## config.mk

```make
export PLATFORM = sky130hd
export DESIGN_NAME = drift_pressure_tracker
export DESIGN_NICKNAME = d
export VERILOG_FILES = /design/src/rtl/drift_pressure_tracker.sv
export SDC_FILE = /design/constraint.sdc
export NUM_CORES = 1
export LEC_CHECK = 0
export ABC_AREA = 1
export CAP_MARGIN = 10
export CORE_MARGIN = 10
export CORE_UTILIZATION = 50
export CTS_BUF_LIST = sky130_fd_sc_hd__clkbuf_8
export CTS_CLUSTER_DIAMETER = 80
export DETAILED_ROUTE_END_ITERATION = 8
export PLACE_DENSITY = 0.74
export SLEW_MARGIN = 20
export SYNTH_ARGS = -nofsm -noshare
export SYNTH_HDL_FRONTEND = slang
export SYNTH_SLANG_ARGS = --single-unit
export TNS_END_PERCENT = 10
```

## constraint.sdc

```tcl
create_clock -name sys_dom_i -period 4.9 [get_ports sys_dom_i]
set_input_delay 0.49 -clock sys_dom_i [delete_from_list [all_inputs] [get_ports sys_dom_i]]
set_output_delay 0.49 -clock sys_dom_i [all_outputs]
set_load 0.005 [all_outputs]
```

## src/rtl/drift_pressure_tracker.sv

```systemverilog
`default_nettype none
// ============================================================================
// Module  : drift_pressure_tracker
// Brief   : Per-channel held/handshaken drift requests with lockout, hold
//           expiry, one-deep deferral and a build/decay pressure counter.
//           Optional build macro: DRIFT_PRESSURE_FIXED_DIRECTION_EN adds a
//           fixed-direction filter (fixed_direction_en_i / fixed_direction_i).
// Rev     : 1.0  initial release
// ============================================================================

package clks_alot_p;
    localparam int DRIFT_COUNTER_WIDTH = 8;

    typedef enum logic [0:0] {
        DRIFT_LATE  = 1'b0,
        DRIFT_EARLY = 1'b1
    } drift_direction_e;
endpackage

package common_p;
    typedef struct packed {
        logic clk;
        logic rst;
    } clk_dom_s;
endpackage

module drift_pressure_tracker #(
    parameter int PRESSURE_WIDTH   = 8,
    parameter int EDGE_COUNT_WIDTH = clks_alot_p::DRIFT_COUNTER_WIDTH,
    parameter int CHANNELS         = 2
) (
    input  common_p::clk_dom_s                           sys_dom_i,
    input  logic                                         tracker_en_i,
    input  logic                                         clear_state_i,
`ifdef DRIFT_PRESSURE_FIXED_DIRECTION_EN
    input  logic                                         fixed_direction_en_i,
    input  clks_alot_p::drift_direction_e                fixed_direction_i,
`endif
    input  logic                                         drift_detected_i,
    input  clks_alot_p::drift_direction_e                drift_direction_i,
    input  logic                                         any_valid_edge_i,
    input  logic [PRESSURE_WIDTH-1:0]                    growth_rate_i,
    input  logic [PRESSURE_WIDTH-1:0]                    decay_rate_i,
    input  logic [PRESSURE_WIDTH-1:0]                    pressure_ceiling_i,
    input  logic [EDGE_COUNT_WIDTH-1:0]                  lockout_edges_i,
    input  logic [EDGE_COUNT_WIDTH-1:0]                  hold_edges_i,
    output logic [PRESSURE_WIDTH-1:0]                    pressure_o,
    output logic                                         pressure_violation_o,
    output logic                                         inverse_drift_violation_o,
    output logic [CHANNELS-1:0]                          drift_req_o,
    input  logic [CHANNELS-1:0]                          drift_res_i,
    output clks_alot_p::drift_direction_e [CHANNELS-1:0] drift_direction_o,
    output logic [CHANNELS-1:0]                          drift_expired_o
);

    typedef enum logic [1:0] {
        ST_IDLE    = 2'd0,
        ST_PENDING = 2'd1,
        ST_LOCKOUT = 2'd2
    } state_e;

    localparam logic [EDGE_COUNT_WIDTH-1:0]       c_cnt_one = 1;
    localparam clks_alot_p::drift_direction_e     c_dir_rst = clks_alot_p::drift_direction_e'(1'b0);

    logic clk;
    logic rst;
    assign clk = sys_dom_i.clk;
    assign rst = sys_dom_i.rst;

    logic w_drift_raw;
    logic w_drift;
    logic w_fixed_reject;
    logic w_edge;

    assign w_drift_raw = drift_detected_i & tracker_en_i;
    assign w_edge      = any_valid_edge_i & tracker_en_i;

`ifdef DRIFT_PRESSURE_FIXED_DIRECTION_EN
    // A rejected drift only raises the inverse pulse; it never reaches a channel or the pressure.
    assign w_fixed_reject = w_drift_raw & fixed_direction_en_i
                          & (drift_direction_i != fixed_direction_i);
`else
    assign w_fixed_reject = 1'b0;
`endif
    assign w_drift = w_drift_raw & ~w_fixed_reject;

    // ------------------------------------------------------------------
    // Pressure counter
    // ------------------------------------------------------------------
    logic [PRESSURE_WIDTH:0]   w_sum;
    logic [PRESSURE_WIDTH-1:0] w_grown;
    logic [PRESSURE_WIDTH-1:0] w_decayed;
    logic [PRESSURE_WIDTH-1:0] w_pressure_nxt;
    logic                      w_pressure_upd;

    assign w_sum     = {1'b0, pressure_o} + {1'b0, growth_rate_i};
    assign w_grown   = (w_sum > {1'b0, pressure_ceiling_i}) ? pressure_ceiling_i
                                                            : w_sum[PRESSURE_WIDTH-1:0];
    assign w_decayed = (pressure_o >= decay_rate_i) ? (pressure_o - decay_rate_i)
                                                    : '0;

    always_comb begin
        w_pressure_nxt = pressure_o;
        w_pressure_upd = 1'b0;
        if (w_drift) begin
            w_pressure_nxt = w_grown;
            w_pressure_upd = 1'b1;
        end else if (w_edge) begin
            w_pressure_nxt = w_decayed;
            w_pressure_upd = 1'b1;
        end
    end

    always_ff @(posedge clk or posedge rst) begin
        if (rst) begin
            pressure_o           <= '0;
            pressure_violation_o <= 1'b0;
        end else if (clear_state_i) begin
            pressure_o           <= '0;
            pressure_violation_o <= 1'b0;
        end else begin
            pressure_o <= w_pressure_nxt;
            if (w_pressure_upd && (w_pressure_nxt == pressure_ceiling_i)) begin
                pressure_violation_o <= 1'b1;
            end
        end
    end

    // ------------------------------------------------------------------
    // Drift request channels
    // ------------------------------------------------------------------
    logic [CHANNELS-1:0] w_inv_ch;

    for (genvar gi = 0; gi < CHANNELS; gi++) begin : g_ch
        state_e                          r_state;
        logic [EDGE_COUNT_WIDTH-1:0]     r_cnt;
        clks_alot_p::drift_direction_e   r_dir;
        logic                            r_slot_valid;
        clks_alot_p::drift_direction_e   r_slot_dir;
        logic                            r_req;
        logic                            r_expired;

        logic                            w_grant;
        logic [EDGE_COUNT_WIDTH-1:0]     w_cnt_inc;
        logic                            w_hold_hit;
        logic                            w_lock_done;
        logic                            w_req_opp;
        logic                            w_slot_opp;
        logic                            w_slot_valid_nxt;
        clks_alot_p::drift_direction_e   w_slot_dir_nxt;

        assign w_grant     = drift_res_i[gi] & r_req;
        assign w_cnt_inc   = r_cnt + c_cnt_one;
        assign w_hold_hit  = (hold_edges_i != '0) && (w_cnt_inc == hold_edges_i);
        assign w_lock_done = (w_cnt_inc >= lockout_edges_i);
        assign w_req_opp   = w_drift && (drift_direction_i != r_dir);
        assign w_slot_opp  = w_drift && r_slot_valid && (drift_direction_i != r_slot_dir);

        // An opposing drift annihilates the deferred entry instead of replacing it.
        always_comb begin
            w_slot_valid_nxt = r_slot_valid;
            w_slot_dir_nxt   = r_slot_dir;
            if (w_slot_opp) begin
                w_slot_valid_nxt = 1'b0;
            end else if (w_drift) begin
                w_slot_valid_nxt = 1'b1;
                w_slot_dir_nxt   = drift_direction_i;
            end
        end

        assign w_inv_ch[gi] = ((r_state == ST_PENDING) & ~w_grant & w_req_opp)
                            | ((r_state == ST_LOCKOUT) & w_slot_opp);

        always_ff @(posedge clk or posedge rst) begin
            if (rst) begin
                r_state      <= ST_IDLE;
                r_cnt        <= '0;
                r_dir        <= c_dir_rst;
                r_slot_valid <= 1'b0;
                r_slot_dir   <= c_dir_rst;
                r_req        <= 1'b0;
                r_expired    <= 1'b0;
            end else if (clear_state_i) begin
                r_state      <= ST_IDLE;
                r_cnt        <= '0;
                r_dir        <= c_dir_rst;
                r_slot_valid <= 1'b0;
                r_slot_dir   <= c_dir_rst;
                r_req        <= 1'b0;
                r_expired    <= 1'b0;
            end else begin
                r_expired <= 1'b0;
                case (r_state)
                    ST_IDLE: begin
                        if (w_drift) begin
                            r_state <= ST_PENDING;
                            r_dir   <= drift_direction_i;
                            r_cnt   <= '0;
                            r_req   <= 1'b1;
                        end
                    end
                    ST_PENDING: begin
                        // A drift arriving with the grant is handled by the state we move into.
                        if (w_grant) begin
                            r_cnt <= '0;
                            if (lockout_edges_i == '0) begin
                                if (w_drift) begin
                                    r_dir <= drift_direction_i;
                                end else begin
                                    r_state <= ST_IDLE;
                                    r_req   <= 1'b0;
                                end
                            end else begin
                                r_state      <= ST_LOCKOUT;
                                r_req        <= 1'b0;
                                r_slot_valid <= w_drift;
                                r_slot_dir   <= drift_direction_i;
                            end
                        end else if (w_req_opp) begin
                            r_state <= ST_IDLE;
                            r_req   <= 1'b0;
                            r_cnt   <= '0;
                        end else if (w_edge) begin
                            if (w_hold_hit) begin
                                r_state   <= ST_IDLE;
                                r_req     <= 1'b0;
                                r_expired <= 1'b1;
                                r_cnt     <= '0;
                            end else begin
                                r_cnt <= w_cnt_inc;
                            end
                        end
                    end
                    ST_LOCKOUT: begin
                        if (w_edge && w_lock_done) begin
                            r_cnt        <= '0;
                            r_slot_valid <= 1'b0;
                            if (w_slot_valid_nxt) begin
                                r_state <= ST_PENDING;
                                r_dir   <= w_slot_dir_nxt;
                                r_req   <= 1'b1;
                            end else begin
                                r_state <= ST_IDLE;
                            end
                        end else begin
                            if (w_edge) begin
                                r_cnt <= w_cnt_inc;
                            end
                            r_slot_valid <= w_slot_valid_nxt;
                            r_slot_dir   <= w_slot_dir_nxt;
                        end
                    end
                    default: begin
                        r_state      <= ST_IDLE;
                        r_req        <= 1'b0;
                        r_cnt        <= '0;
                        r_slot_valid <= 1'b0;
                    end
                endcase
            end
        end

        assign drift_req_o[gi]       = r_req;
        assign drift_direction_o[gi] = r_dir;
        assign drift_expired_o[gi]   = r_expired;
    end

    always_ff @(posedge clk or posedge rst) begin
        if (rst) begin
            inverse_drift_violation_o <= 1'b0;
        end else if (clear_state_i) begin
            inverse_drift_violation_o <= 1'b0;
        end else begin
            inverse_drift_violation_o <= (|w_inv_ch) | w_fixed_reject;
        end
    end

endmodule
`default_nettype wire

```

# Word-level counts from Yosys, hierarchy flattened
# Cells that the tools add are included.
# op_classes
addsub	4
n_eq_ne	35
bitwise	14
n_reduce_logical	33
n_mux	117
order_cmp	4
# op_table
operator	count
$mux 8	20
$mux 1	70
$pmux 8 s3	2
$mux 2	15
$ne 3x3->1 const B	10
$ne 5x5->1 const B	6
$eq 8x8->1	3
$ge 8x8->1	3
$reduce_and 5->1	4
$pmux 1 s3	6
$add 8x1->8 const B	2
$ne 3x2->1 const B	4
$pmux 2 s3	2
$reduce_and 3->1	4
$reduce_and 6->1	2
$logic_and 1x1->1	11
$and 1x1->1	10
$add 8x8->9	1
$gt 9x8->1	1
$logic_not 8->1	1
$ne 4x3->1 const B	2
$reduce_and 4->1	2
$reduce_bool 4->1	2
$reduce_bool 8->1	1
12 further kinds	23
# totals
out_inout_bits	16
wordCells	224
ff_bits	40
inputBits	49

# Longest topological paths before layout
# depth
ltp_word	9
ltp_mapped	25
mapped_depth_nobuf	25

# Worst setup path before layout
# OpenSTA, ideal clock, no wires.
# synth_timing
kind	input-to-reg
from	in growth_rate_i[0]
to	reg pressure_violation_o
path_buffers	0
path_slack_ns	1.831
setup_ns	0.078
arrival_time_ns	2.990
required_ns	4.822
stages	25
path_cell_list	ha_1 inv_1 fa_1 o21ai_2 xnor2_1 inv_1 ha_1 nand2_1 nor2_1 nand2_1 nand3_1 nand2_1 nand2_1 nand2_1 nand2_1 nand2_2 nand2_4 nand2_1 nand3_1 nand2_1 nand2_1 nand2_1 nor2_1 nand4_1 a21oi_1
# synth_between
elab_chain_cells	7
# synth_lines
item	line	source
start, declared	42	input logic [PRESSURE_WIDTH-1:0] growth_rate_i,
$add 8x8->9 *	96	assign w_sum = {1'b0, pressure_o} + {1'b0, growth_rate_i};
$gt 9x8->1	97	assign w_grown = (w_sum > {1'b0, pressure_ceiling_i}) ? pressure_ceiling_i
$mux 8 *	97	
$mux 8 *	105	if (w_drift) begin
$eq 8x8->1 *	123	if (w_pressure_upd && (w_pressure_nxt == pressure_ceiling_i)) begin
$logic_and 1x1->1 *	123	
$reduce_bool 2->1 (no line) *	n/a	
end signal, assigned	117	pressure_violation_o <= 1'b0;
end signal, assigned	120	pressure_violation_o <= 1'b0;
end signal, assigned	124	pressure_violation_o <= 1'b1;
end, declared	48	output logic pressure_violation_o,
# Every way passes the cells marked *; elsewhere a longest branch is shown, timed or not.
# A chain may end at the register's enable or synchronous reset.

# Worst setup path after layout
# Ends and elaborated chain as after synthesis.

==> impl_metrics.env <==
export IMPL_status="complete, no violations"
export IMPL_finalClockSkew_ps=10.5
export IMPL_rsz0062_at_grt="false"
export IMPL_cts_tree="done"
export IMPL_final_common_cell="inv_1"
export IMPL_slew_headroom_pct=40.4
export IMPL_timing_final_hold_violations=0
export IMPL_initial_core_util_pct=51.3
export IMPL_synthArstFlopShare_pct=100
export IMPL_grt_pass1_wl_um=21000
export IMPL_setup_tns_final_ps=0
export IMPL_drt_iter0_markers=354
export IMPL_antenna_found_initial=0
export IMPL_r2r_cells=25
export IMPL_gp_congestion=0.957
export IMPL_die_w_um=115
export IMPL_vdd_drop_max_mv=0.176
export IMPL_drc_errors=0
export IMPL_maxSlewViolCount=0
export IMPL_die_area_um2=13100
export IMPL_drive_gt1_share_pct=7.80
export IMPL_synth_edf_count=0
export IMPL_dp_cells=797
export IMPL_r2r_start="pressure_o[0]$_DFF_PP0_"
export IMPL_die_h_um=115
export IMPL_clkLatencyLatePin_ps=290
export IMPL_yosys_warnings=0
export IMPL_syn2layout_area_growth_pct=22.3
export IMPL_r2r_setup_slack_ps=1450
export IMPL_crit_start="growth_rate_i[0]"
export IMPL_ys_ff_latch=40
export IMPL_routed_wl_um=12300
export IMPL_placement_io_buffers=63
export IMPL_final_cells=852
export IMPL_maxCapViolCount=0
export IMPL_drtAntennaViolNets=0
export IMPL_vias=4524
export IMPL_hp_class="flop to flop"
export IMPL_antenna_cells=0
export IMPL_nets=841
export IMPL_drtPass1Iterations=5
export IMPL_timing_rr_end="pressure_violation_o$_DFFE_PP0P_"
export IMPL_nFillCells=788
export IMPL_cts_resized_gates=0
export IMPL_p_leak_uw=0.00290
export IMPL_post_cts_buffers=0
export IMPL_grt_ovfl_total=0
export IMPL_required_ps=5110
export IMPL_setup_viol=0
export IMPL_worst_pin_slew_ps=891
export IMPL_cellPowerDensity_nw_per_um2=307
export IMPL_cts_hold_buf=0
export IMPL_ios=65
export IMPL_cp_end_kind="flop"
export IMPL_critPathArrivalTime_ps=3820
export IMPL_synth_top_area_share_pct=22.4
export IMPL_synthTopCellsByArea="dfrtp_1 22%, ha_1 14%, nand2_1 9.6%"
export IMPL_crit_type="input port to flop"
export IMPL_synth_cell_types=54
export IMPL_ys_seq_area_share_pct=22.4
export IMPL_grt_pass1_vias=4681
export IMPL_max_freq_mhz=277
export IMPL_synth_avg_cell_area_um2=6.97
export IMPL_synth_area_um2=4470
export IMPL_yosysTopAreaCell="dfrtp_1"
export IMPL_syn_inst=641
export IMPL_cp_endpoint="pressure_violation_o$_DFFE_PP0P_"
export IMPL_avgRoutedWirePerCell_um=14.4
export IMPL_grt_max_degree=25
export IMPL_final_cell_mix="153 x inv_1, 114 x nand2_1, 63 x nand3_1, 63 x clkdlybuf4s50_1, 53 x nor2_1"
export IMPL_area_sequential_um2=1000
export IMPL_core_area_um2=8720
export IMPL_period_minus_slack_ps=3620
export IMPL_start_kind="input port"
export IMPL_clk_pin_slew_ps=80
export IMPL_hpwl_um=9800
export IMPL_viasPerCell=5.31
export IMPL_multi_input_area_um2=2940
export IMPL_ys_dominant_reg_cell="dfrtp_1"
export IMPL_rows=34
export IMPL_fin_crit_sh_pct=73.8
export IMPL_crit_fanout=9
export IMPL_syn_nets=742
export IMPL_grt_usage_pct=19.4
==> stage by stage <==
| step | area (µm²) | utilization (%) | setup WS, ps | power, µW | hold slack [ps] |
|---|---|---|---|---|---|
| 3_3_place_gp | 5140 | 59.0 | 1170 | 1130 | 497 |
| 3_5_place_dp | 5140 | 59.0 | 1020 | 1150 | 495 |
| 4_1_cts | 5470 | 62.7 | 1330 | 1710 | 533 |
| 5_1_grt | 5470 | 62.7 | 997 | 1870 | 568 |
| 6_report | 5470 | 62.7 | 1280 | 1680 | 536 |
| 2_1_floorplan | 4470 | - | 1530 | 967 | 463 |
==> cell families after synthesis <==
family | Yosys count | share of synthesized area (%)
and+or+nand+nor | 284 | 30.3
buffers and inverters | 131 | 11.8
AOI/OAI and AO/OA | 109 | 15.2
adders and majority gates | 52 | 14.9
DFF | 40 | 22.4
xor gates and xnor gates | 25 | 5.40
==> final cells by class <==
| class | instances | area share [%] |
|---|---|---|
| clock buffers | 11 | 2.77 |
| inverters | 115 | 7.90 |
| multi-input cells | 470 | 53.8 |
| flip-flops and latches | 40 | 18.3 |
| well taps | 108 | 2.47 |
| clock inverters | 45 | 3.18 |
| repair buffers | 63 | 11.5 |
==> cell usage after synthesis, drive strengths merged (3+ instances only) <==
cell,instances
a31oi,3
xor2,18
ha,50
nor2,57
nor4,4
o21ai,45
nand3,65
xnor2,7
o22ai,4
inv,114
nand4,18
nand3b,3
nand2,130
buf,13
nor3,3
o211ai,8
o31ai,3
dfrtp,40
a21oi,33
==> critical path: stages <==
cell	delay [ps]
clkdlybuf4s50_1	470
ha_1	160
inv_1	50
fa_1	420
o21ai_2	210
xnor2_1	130
inv_1	80
ha_1	290
nand2_1	80
nor2_1	150
nand2_1	70
nand3_1	60
nand2_1	50
nand2_1	50
nand2_1	50
nand2_1	60
nand2_2	120
nand2_4	130
nand2_1	60
nand3_1	80
nand2_1	90
nand2_1	60
nand2_1	50
nor2_1	120
nand4_1	100
a21oi_1	130
==> metal layers <==
layer,share of wire [%],global-route usage (%),up-vias
li1,-,-,2307
met3,6.3,7.29,16
met1,47,24.8,2059
met2,45,27.6,142
met5,0,0,-
met4,1.5,10.1,0
==> worst min path at each step <==
| stage | endpoint | slack [ps] | start | cells past startpoint |
|---|---|---|---|---|
| 3_3_place_gp | g_ch[0].r_req$_DFFE_PP0P_ | 500 | g_ch[0].r_req$_DFFE_PP0P_ | 2 |
| 4_1_cts | g_ch[1].r_req$_DFFE_PP0P_ | 530 | g_ch[1].r_req$_DFFE_PP0P_ | 2 |
| 5_1_grt | g_ch[1].r_slot_dir$_DFFE_PP0P_ | 570 | g_ch[1].r_slot_dir$_DFFE_PP0P_ | 2 |
| 2_1_floorplan | g_ch[1].r_req$_DFFE_PP0P_ | 460 | g_ch[1].r_req$_DFFE_PP0P_ | 2 |
| 6_report | g_ch[1].r_slot_dir$_DFFE_PP0P_ | 540 | g_ch[1].r_slot_dir$_DFFE_PP0P_ | 2 |
| 3_5_place_dp | g_ch[1].r_req$_DFFE_PP0P_ | 490 | g_ch[1].r_req$_DFFE_PP0P_ | 2 |
==> where the power goes <==
part	total, µW	switching, µW	internal, µW
Clock	626	373	253
Sequential	393	47.0	346
Combinational	662	398	264
Total	1680	818	863
==> state kept, by name, indices dropped and copies added (netlist names) <==
signal,count
inverse_drift_violation_o,1
g_ch.r_cnt,16
g_ch.r_state,4
g_ch.r_dir,2
g_ch.r_req,2
g_ch.r_slot_valid,2
pressure_violation_o,1
pressure_o,8
g_ch.r_expired,2
g_ch.r_slot_dir,2
Note: power is estimated with default switching activity, not from simulation.
